**src/rtl/snake_stream_pkg.sv**
```systemverilog
// Shared definitions for the snake-game stream fabric: arbiter FSM states,
// source count and the packet type codes carried in beat byte [7:0].
package snake_stream_pkg;

  localparam int NUM_SRC = 4;

  localparam logic [7:0] PKT_PLAYER = 8'h01;
  localparam logic [7:0] PKT_BULLET = 8'h02;
  localparam logic [7:0] PKT_ENEMY  = 8'h03;

  typedef enum logic {
    ST_IDLE = 1'b0,
    ST_BUSY = 1'b1
  } arb_state_e;

endpackage

```
**src/rtl/rr_pick.sv**
```systemverilog
// Combinational round-robin picker: first requester at or after ptr,
// wrapping 3->0, returned as one-hot grant plus its index.
module rr_pick
  import snake_stream_pkg::*;
(
  input  logic [3:0] req,
  input  logic [1:0] ptr,
  output logic [3:0] grant,
  output logic [1:0] idx,
  output logic       vld
);

  logic [1:0] cand;

  always_comb begin
    grant = '0;
    idx   = ptr;
    vld   = 1'b0;
    cand  = ptr;
    for (int i = 0; i < NUM_SRC; i++) begin
      cand = ptr + 2'(i);
      if (!vld && req[cand]) begin
        grant[cand] = 1'b1;
        idx         = cand;
        vld         = 1'b1;
      end
    end
  end

endmodule

```
**src/rtl/stream_arbiter.sv**
```systemverilog
// Four-source packet arbiter: round-robin grant held for a whole packet,
// pass-through datapath, and a watchdog for sources that stall mid-packet.
module stream_arbiter
  import snake_stream_pkg::*;
#(
  parameter int DATA_W  = 64,
  parameter int TIMEOUT = 255
) (
  input  logic              i_clk,
  input  logic              i_rst_n,

  input  logic [DATA_W-1:0] i_s_axis_src0_tdata,
  input  logic              i_s_axis_src0_tvalid,
  input  logic              i_s_axis_src0_tlast,
  output logic              o_s_axis_src0_tready,

  input  logic [DATA_W-1:0] i_s_axis_src1_tdata,
  input  logic              i_s_axis_src1_tvalid,
  input  logic              i_s_axis_src1_tlast,
  output logic              o_s_axis_src1_tready,

  input  logic [DATA_W-1:0] i_s_axis_src2_tdata,
  input  logic              i_s_axis_src2_tvalid,
  input  logic              i_s_axis_src2_tlast,
  output logic              o_s_axis_src2_tready,

  input  logic [DATA_W-1:0] i_s_axis_src3_tdata,
  input  logic              i_s_axis_src3_tvalid,
  input  logic              i_s_axis_src3_tlast,
  output logic              o_s_axis_src3_tready,

  output logic [DATA_W-1:0] o_m_axis_tdata,
  output logic              o_m_axis_tvalid,
  output logic              o_m_axis_tlast,
  input  logic              i_m_axis_tready,

  input  logic [3:0]        i_src_en,
  output logic [3:0]        o_grant,
  output logic              o_timeout_err,
  input  logic              i_err_clr
);

  localparam logic [15:0] TIMEOUT_CNT = 16'(TIMEOUT);

  arb_state_e  state_q;
  logic [3:0]  grant_q;
  logic [1:0]  gidx_q;
  logic [1:0]  rr_ptr_q;
  logic [15:0] wd_cnt_q;
  logic        timeout_err_q;

  logic [DATA_W-1:0] src_data [NUM_SRC];
  logic [3:0]        src_valid;
  logic [3:0]        src_last;

  logic [3:0]        pick_grant;
  logic [1:0]        pick_idx;
  logic              pick_vld;

  logic [DATA_W-1:0] sel_data;
  logic              sel_valid;
  logic              sel_last;
  logic [15:0]       wd_next;
  logic              pkt_done;
  logic              timeout_hit;

  assign src_data[0] = i_s_axis_src0_tdata;
  assign src_data[1] = i_s_axis_src1_tdata;
  assign src_data[2] = i_s_axis_src2_tdata;
  assign src_data[3] = i_s_axis_src3_tdata;
  assign src_valid   = {i_s_axis_src3_tvalid, i_s_axis_src2_tvalid,
                        i_s_axis_src1_tvalid, i_s_axis_src0_tvalid};
  assign src_last    = {i_s_axis_src3_tlast, i_s_axis_src2_tlast,
                        i_s_axis_src1_tlast, i_s_axis_src0_tlast};

  // Enables only gate new arbitration; an in-flight grant ignores them.
  rr_pick u_rr_pick (
    .req   (src_valid & i_src_en),
    .ptr   (rr_ptr_q),
    .grant (pick_grant),
    .idx   (pick_idx),
    .vld   (pick_vld)
  );

  // grant_q is zero outside BUSY, so the AND-OR mux also blanks the idle cycle.
  always_comb begin
    sel_data  = '0;
    sel_valid = 1'b0;
    sel_last  = 1'b0;
    for (int i = 0; i < NUM_SRC; i++) begin
      sel_data  = sel_data | (src_data[i] & {DATA_W{grant_q[i]}});
      sel_valid = sel_valid | (src_valid[i] & grant_q[i]);
      sel_last  = sel_last | (src_last[i] & grant_q[i]);
    end
  end

  assign wd_next     = wd_cnt_q + 16'd1;
  assign pkt_done    = (state_q == ST_BUSY) && sel_valid && i_m_axis_tready && sel_last;
  assign timeout_hit = (state_q == ST_BUSY) && !sel_valid && (wd_next == TIMEOUT_CNT);

  always_ff @(posedge i_clk or negedge i_rst_n) begin
    if (!i_rst_n) begin
      state_q       <= ST_IDLE;
      grant_q       <= '0;
      gidx_q        <= '0;
      rr_ptr_q      <= '0;
      wd_cnt_q      <= '0;
      timeout_err_q <= 1'b0;
    end else begin
      if (timeout_hit) begin
        timeout_err_q <= 1'b1;
      end else if (i_err_clr) begin
        timeout_err_q <= 1'b0;
      end

      case (state_q)
        ST_IDLE: begin
          wd_cnt_q <= '0;
          if (pick_vld) begin
            grant_q <= pick_grant;
            gidx_q  <= pick_idx;
            state_q <= ST_BUSY;
          end
        end
        ST_BUSY: begin
          if (pkt_done || timeout_hit) begin
            state_q  <= ST_IDLE;
            grant_q  <= '0;
            rr_ptr_q <= gidx_q + 2'd1;
            wd_cnt_q <= '0;
          end else if (sel_valid) begin
            // Backpressure with data pending is not a stall of the source.
            wd_cnt_q <= '0;
          end else begin
            wd_cnt_q <= wd_next;
          end
        end
        default: begin
          state_q <= ST_IDLE;
          grant_q <= '0;
        end
      endcase
    end
  end

  assign o_s_axis_src0_tready = grant_q[0] & i_m_axis_tready;
  assign o_s_axis_src1_tready = grant_q[1] & i_m_axis_tready;
  assign o_s_axis_src2_tready = grant_q[2] & i_m_axis_tready;
  assign o_s_axis_src3_tready = grant_q[3] & i_m_axis_tready;

  assign o_m_axis_tdata  = sel_data;
  assign o_m_axis_tvalid = sel_valid;
  assign o_m_axis_tlast  = sel_last;
  assign o_grant         = grant_q;
  assign o_timeout_err   = timeout_err_q;

endmodule

```
**config.mk**
```make
export PLATFORM = sky130hd
export DESIGN_NAME = stream_arbiter
export DESIGN_NICKNAME = d
export VERILOG_FILES = /design/src/rtl/snake_stream_pkg.sv /design/src/rtl/rr_pick.sv /design/src/rtl/stream_arbiter.sv
export SDC_FILE = /design/constraint.sdc
export NUM_CORES = 1
export LEC_CHECK = 0
export ABC_AREA = 1
export CAP_MARGIN = 20
export CORE_AREA = 2 2 133 135
export CTS_BUF_LIST = sky130_fd_sc_hd__clkbuf_4
export CTS_CLUSTER_DIAMETER = 40
export DETAILED_ROUTE_END_ITERATION = 7
export DIE_AREA = 0 0 135 137
export HOLD_SLACK_MARGIN = 0.03
export PLACE_DENSITY = 0.69
export SETUP_SLACK_MARGIN = 0.02
export SLEW_MARGIN = 20
export SYNTH_ARGS = -nofsm -noshare
export SYNTH_HDL_FRONTEND = slang
export SYNTH_SLANG_ARGS = --single-unit
```
**constraint.sdc**
```tcl
create_clock -name i_clk -period 2.8 [get_ports i_clk]
set_input_delay 0.7 -clock i_clk [delete_from_list [all_inputs] [get_ports i_clk]]
set_output_delay 0.7 -clock i_clk [all_outputs]
set_load 0.01 [all_outputs]
```
Word-level counts from Yosys, hierarchy flattened
Cells that the tools add are included.
{"block": "word_totals", "ff_bits": 26, "input_bits": 272, "out_inout_bits": 75, "word_cells": 111}
{"block": "classes", "addsub": 5, "magnitude_cmp": 8, "n_eq_ne": 3, "muxes": 38, "bitwise": 30, "n_reduce_logical": 21}
{"cell": "$and A64 B64 Y64", "count": 4}
{"cell": "$or A64 B64 Y64", "count": 3}
{"cell": "$mux W16", "count": 2}
{"cell": "$pmux W16 S2", "count": 1}
{"cell": "$mux W4", "count": 6}
{"cell": "$add A16 B1 Y16 const B", "count": 1}
{"cell": "$eq A16 B8 Y1 const B", "count": 1}
{"cell": "$mux W1", "count": 16}
{"cell": "$and A1 B1 Y1", "count": 12}
{"cell": "$logic_and A1 B1 Y1", "count": 12}
{"cell": "$lt A2 B3 Y1 const B", "count": 4}
{"cell": "$or A4 B4 Y4", "count": 3}
{"cell": "$bmux W1 S2", "count": 4}
{"cell": "$demux W1 S2", "count": 4}
{"cell": "$ge A2 B1 Y1 const B", "count": 4}
{"cell": "$pmux W4 S2", "count": 1}
{"cell": "$mux W2", "count": 3}
{"cell": "$or A1 B1 Y1", "count": 6}
{"cell": "$reduce_and A2 Y1", "count": 3}
{"cell": "$add A2 B1 Y2 const B", "count": 2}
{"cell": "$add A2 B2 Y2 const B", "count": 2}
{"cell": "$and A4 B4 Y4", "count": 1}
{"cell": "$logic_not A1 Y1", "count": 4}
{"cell": "$ne A2 B1 Y1 const B", "count": 1}
{"cell": "5 further kinds", "count": 5}

Longest topological paths before layout
{"block": "depth", "ltp_word": 15, "mapped_depth": 14, "mapped_depth_nobuf": 14}

Hierarchy
Synthesis repeated with hierarchy kept, for this count alone.
{"block": "hier_totals", "cells_unflattened": 645, "hier_area_um2": 3399.5}
{"module": "stream_arbiter", "n_inst": 1, "cells_per_inst": 565, "area_each_um2": 2955.3, "seq_area_each_um2": 650.6}
{"module": "rr_pick", "n_inst": 1, "cells_per_inst": 80, "area_each_um2": 444.2, "seq_area_each_um2": 0.0}

Worst setup path before layout
Ideal clock, no wire load.
{"block": "synth_path", "path_type": "register -> register", "from": "register rr_ptr_q[0]", "to": "register grant_q[0], in the netlist o_grant[0]", "setup_time_ps": 66, "arrival_ps": 1921, "required_ps": 2734, "setup_slack_ps": 814, "stages_incl_launch_ff": 11, "path_buffers": 1, "period_less_slack_ps": 1986, "path_cell_list": "dfrtp_1 -> buf_2 -> inv_2 -> ha_1 -> o21ai_0 -> nand4_1 -> inv_1 -> nand2_1 -> nand2_1 -> nand2_1 -> nand2_1"}
{"block": "synth_via", "elab_chain_cells": 14, "word_cells_on_any_way": 52, "cone_classes": "add/sub: 3; order compare: 8; eq/ne: 1; mux: 26; bitwise: 3; reduce/logical: 11"}
{"element": "from (decl)", "line_no": "stream_arbiter.sv:48", "source": "logic [1:0] rr_ptr_q;"}
{"element": "from (signal assigned)", "line_no": "stream_arbiter.sv:129", "source": "rr_ptr_q <= gidx_q + 2'd1;"}
{"element": "parallel branches: the longest is 14 deep, another holds $lt A2 B3 Y1"}
{"element": "to (signal assigned)", "line_no": "stream_arbiter.sv:120", "source": "grant_q <= pick_grant;"}
{"element": "to (decl)", "line_no": "stream_arbiter.sv:46", "source": "logic [3:0] grant_q;"}
Parallel ways; which one is timed is not known. The select of a mux whose other input is x is not followed.
A chain may end at the register's enable or synchronous reset.

Worst setup path in the final report
{"block": "layout_path", "from": "input port i_s_axis_src3_tdata[34]", "to": "output port o_m_axis_tdata[34]"}
{"block": "layout_via", "elab_chain_cells": 2}
{"element": "from (decl)", "line_no": "stream_arbiter.sv:27", "source": "input logic [DATA_W-1:0] i_s_axis_src3_tdata,"}
{"element": "$and A64 B64 Y64", "line_no": "stream_arbiter.sv:91", "source": "sel_data = sel_data | (src_data[i] & {DATA_W{grant_q[i]}});"}
{"element": "$or A64 B64 Y64", "line_no": "stream_arbiter.sv:91"}
{"element": "to (decl)", "line_no": "stream_arbiter.sv:32", "source": "output logic [DATA_W-1:0] o_m_axis_tdata,"}
No other way between the ends.

==> results.sh <==
export IMPL_startpoint="i_s_axis_src3_tdata[34]"
export IMPL_synth_area_top_cells="nand2_1, dfrtp_1, nand4_1, ha_1, inv_1"
export IMPL_synth_avg_cell_area_um2=5.34
export IMPL_dieArea_mm2=0.0185
export IMPL_synth_edff_count=0
export IMPL_final_max_slew_viol_count=0
export IMPL_io_pins=347
export IMPL_cts_tree="built"
export IMPL_antenna_found_initial=3
export IMPL_end_kind="output port"
export IMPL_ys_seq_area_share_pct=18.8
export IMPL_rows=48
export IMPL_ant_nets=0
export IMPL_fin_crit_ns=2.73
export IMPL_grt_usage_pct=21.7
export IMPL_r2r_cells=9
export IMPL_drtPass1Iterations=4
export IMPL_drtIter0Drc=195
export IMPL_whs_ns=0.496
export IMPL_grt_pass1_vias=5049
export IMPL_status="finished clean"
export IMPL_drive_gt1_share_pct=5.18
export IMPL_clockBufferDepth=2
export IMPL_syn_nets=929
export IMPL_place_hpwl_mm=18.5
export IMPL_insertion_delay_ns=0.33
export IMPL_syn2layout_area_growth_pct=113
export IMPL_synth_top_cell_by_area="nand2_1"
export IMPL_r2r_start="rr_ptr_q[1]"
export IMPL_initial_utilization_pct=20.3
export IMPL_grt_overflow=0
export IMPL_numCtsBuffers=3
export IMPL_path_clk_slew_ns=0.15
export IMPL_critPathKind="in -> out"
export IMPL_relSlewSlack_pct=67.1
export IMPL_p_leak_nw=3.15
export IMPL_fin_crit_sh_pct=97.7
export IMPL_synth_ff_type="dfrtp_1"
export IMPL_synth_area_mm2=0.00345
export IMPL_routed_wl_mm=22.0
export IMPL_route_detailed_drc=0
export IMPL_rrSetupSlack_ns=0.63
export IMPL_yosysUniqueCellTypes=28
export IMPL_crit_end="o_m_axis_tdata[34]"
export IMPL_place_gp_congestion=0.890
export IMPL_synthCells=647
export IMPL_crit_path_start_kind="input port"
export IMPL_synth_common_cells="nand2_1, nand4_1, inv_1"
export IMPL_fillers=1803
export IMPL_setup_tns_ns=0
export IMPL_die_w_um=135
export IMPL_worstMarginPinSlew_ns=0.488
export IMPL_hp_class="reg -> reg"
export IMPL_coreArea_mm2=0.0171
export IMPL_vias=5499
export IMPL_port_buffers=346
export IMPL_cts_sinks=26
export IMPL_ys_ff_latch=26
export IMPL_max_clock_freq_ghz=0.366
export IMPL_cts_root_buf="clkbuf_4"
export IMPL_yosys_area_top_type_share_pct=40.7
export IMPL_finalHoldViolCount=0
export IMPL_fin_nets=1267
export IMPL_arrival_ns=2.03
export IMPL_r2r_end="o_grant[2]"
export IMPL_setup_violations=0
export IMPL_skew_ns=0.00263
export IMPL_rsz0062_at_grt="no"
export IMPL_via_per_inst=4.54
export IMPL_routedWlPerCell_um=18.1
export IMPL_cp_max_fo=1
export IMPL_hold_buffers=0
export IMPL_ir_worst_vdd_mv=0.187
export IMPL_yosysWarnings=0
export IMPL_required_ns=2.10
export IMPL_synth_async_reset_ratio_pct=100
export IMPL_htree_num_levels=1
export IMPL_p_per_area_mw_per_mm2=144
export IMPL_grt_max_degree=68
export IMPL_synth_most_common_cell="nand2_1"
export IMPL_grt_pass1_wl_mm=29.9
export IMPL_dieHeight_um=137
export IMPL_p_total_mw=1.06
export IMPL_drv_cap=0
-- critical path: stages --
cell,delay (ns)
clkdlybuf4s50_1,0.46
nand2_1,0.06
nand4_1,0.17
clkdlybuf4s50_1,0.64
-- flip-flops by register name (all words and copies together) (netlist names) --
name           flops
gidx_q             2
state_q            1
o_timeout_err      1
rr_ptr_q           2
wd_cnt_q          16
o_grant            4
-- layout make-up --
cell class                      count  area (um^2)  area share [%]
Clock buffer                        3         22.5           0.305
Multi-Input combinational cell    554         2540            34.4
Timing Repair Buffer              364         3710            50.3
Antenna cell                        1         2.50          0.0339
Inverter                           36          135            1.83
Sequential cell                    26          656            8.89
Clock inverter                      1         30.0           0.407
Tap cell                          225          282            3.82
-- cell usage in the layout (no fill, tap or decap), types with 2 or more instances in the layout --
cell             instances
nand4_1                 76
xor2_1                   3
nand3b_1                 3
inv_1                   33
buf_12                   7
nand2_2                  3
dlymetal6s2s_1           6
buf_4                   13
dfrtp_2                  4
clkbuf_4                 3
nand3_1                 22
clkinv_1                 2
o21ai_1                  4
nor2_1                  23
clkdlybuf4s50_1        336
nand2_1                375
nor2_4                   4
ha_1                    10
dfrtp_1                 22
a21oi_1                  5
nor2_2                  11
o21ai_0                  9
-- metrics by stage --
stage	utilization [%]	cells	worst slack, ns	area (um^2)
2_1_floorplan	-	647	0.814	3450
4_1_cts	43.0	1208	0.0320	7330
3_5_place_dp	42.6	1202	-0.0859	7260
6_report	43.2	1210	0.0657	7370
5_1_grt	43.2	1210	0.0469	7370
3_3_place_gp	42.6	1202	-0.0850	7260
-- layer usage --
layer | vias up | wire, um | GRT usage, %
met1 | 2451 | 9530 | 29.0
met4 | 2 | 191 | 2.26
met2 | 269 | 9760 | 33.4
li1 | 2758 | - | -
met3 | 19 | 2450 | 9.33
met5 | - | 13 | 0
-- how the worst min path moves through the flow --
stage	start	end	slack (ns)	cells past startpoint
floorplan	i_rst_n	gidx_q[0]	0.40	0
global placement	wd_cnt_q[0]	wd_cnt_q[0]	0.48	1
finish	wd_cnt_q[0]	wd_cnt_q[0]	0.50	1
global route	wd_cnt_q[0]	wd_cnt_q[0]	0.53	1
detailed placement	wd_cnt_q[0]	wd_cnt_q[0]	0.48	1
CTS	wd_cnt_q[0]	wd_cnt_q[0]	0.50	1
-- kinds of logic (layout without fill, tap and decap cells) --
| logic type | count (synthesis) | count (layout) | share of synthesized area, % |
|---|---|---|---|
| compound gates | 19 | 19 | 2.82 |
| flops | 26 | 26 | 18.8 |
| fa+ha+maj | 10 | 10 | 3.62 |
| buf+inv | 67 | 404 | 7.90 |
| xor+xnor | 3 | 3 | 0.761 |
| other cells | 0 | 1 | 0 |
| simple gates | 522 | 522 | 66.1 |
-- power breakdown --
part,internal (mW),total (mW),leakage (nW),switching (mW)
logic,0.337,0.419,2.80,0.0826
registers,0.376,0.376,0.327,0.0000000000000000246
clock network,0.145,0.265,0.0279,0.120
-- timing repair --
action                                  CTS  global route
endpoints found under the setup margin    3            12
gates resized for setup                   1             7
gates cloned                              0             1
buffers inserted                          2             0
(Power assumes the default switching activity.)
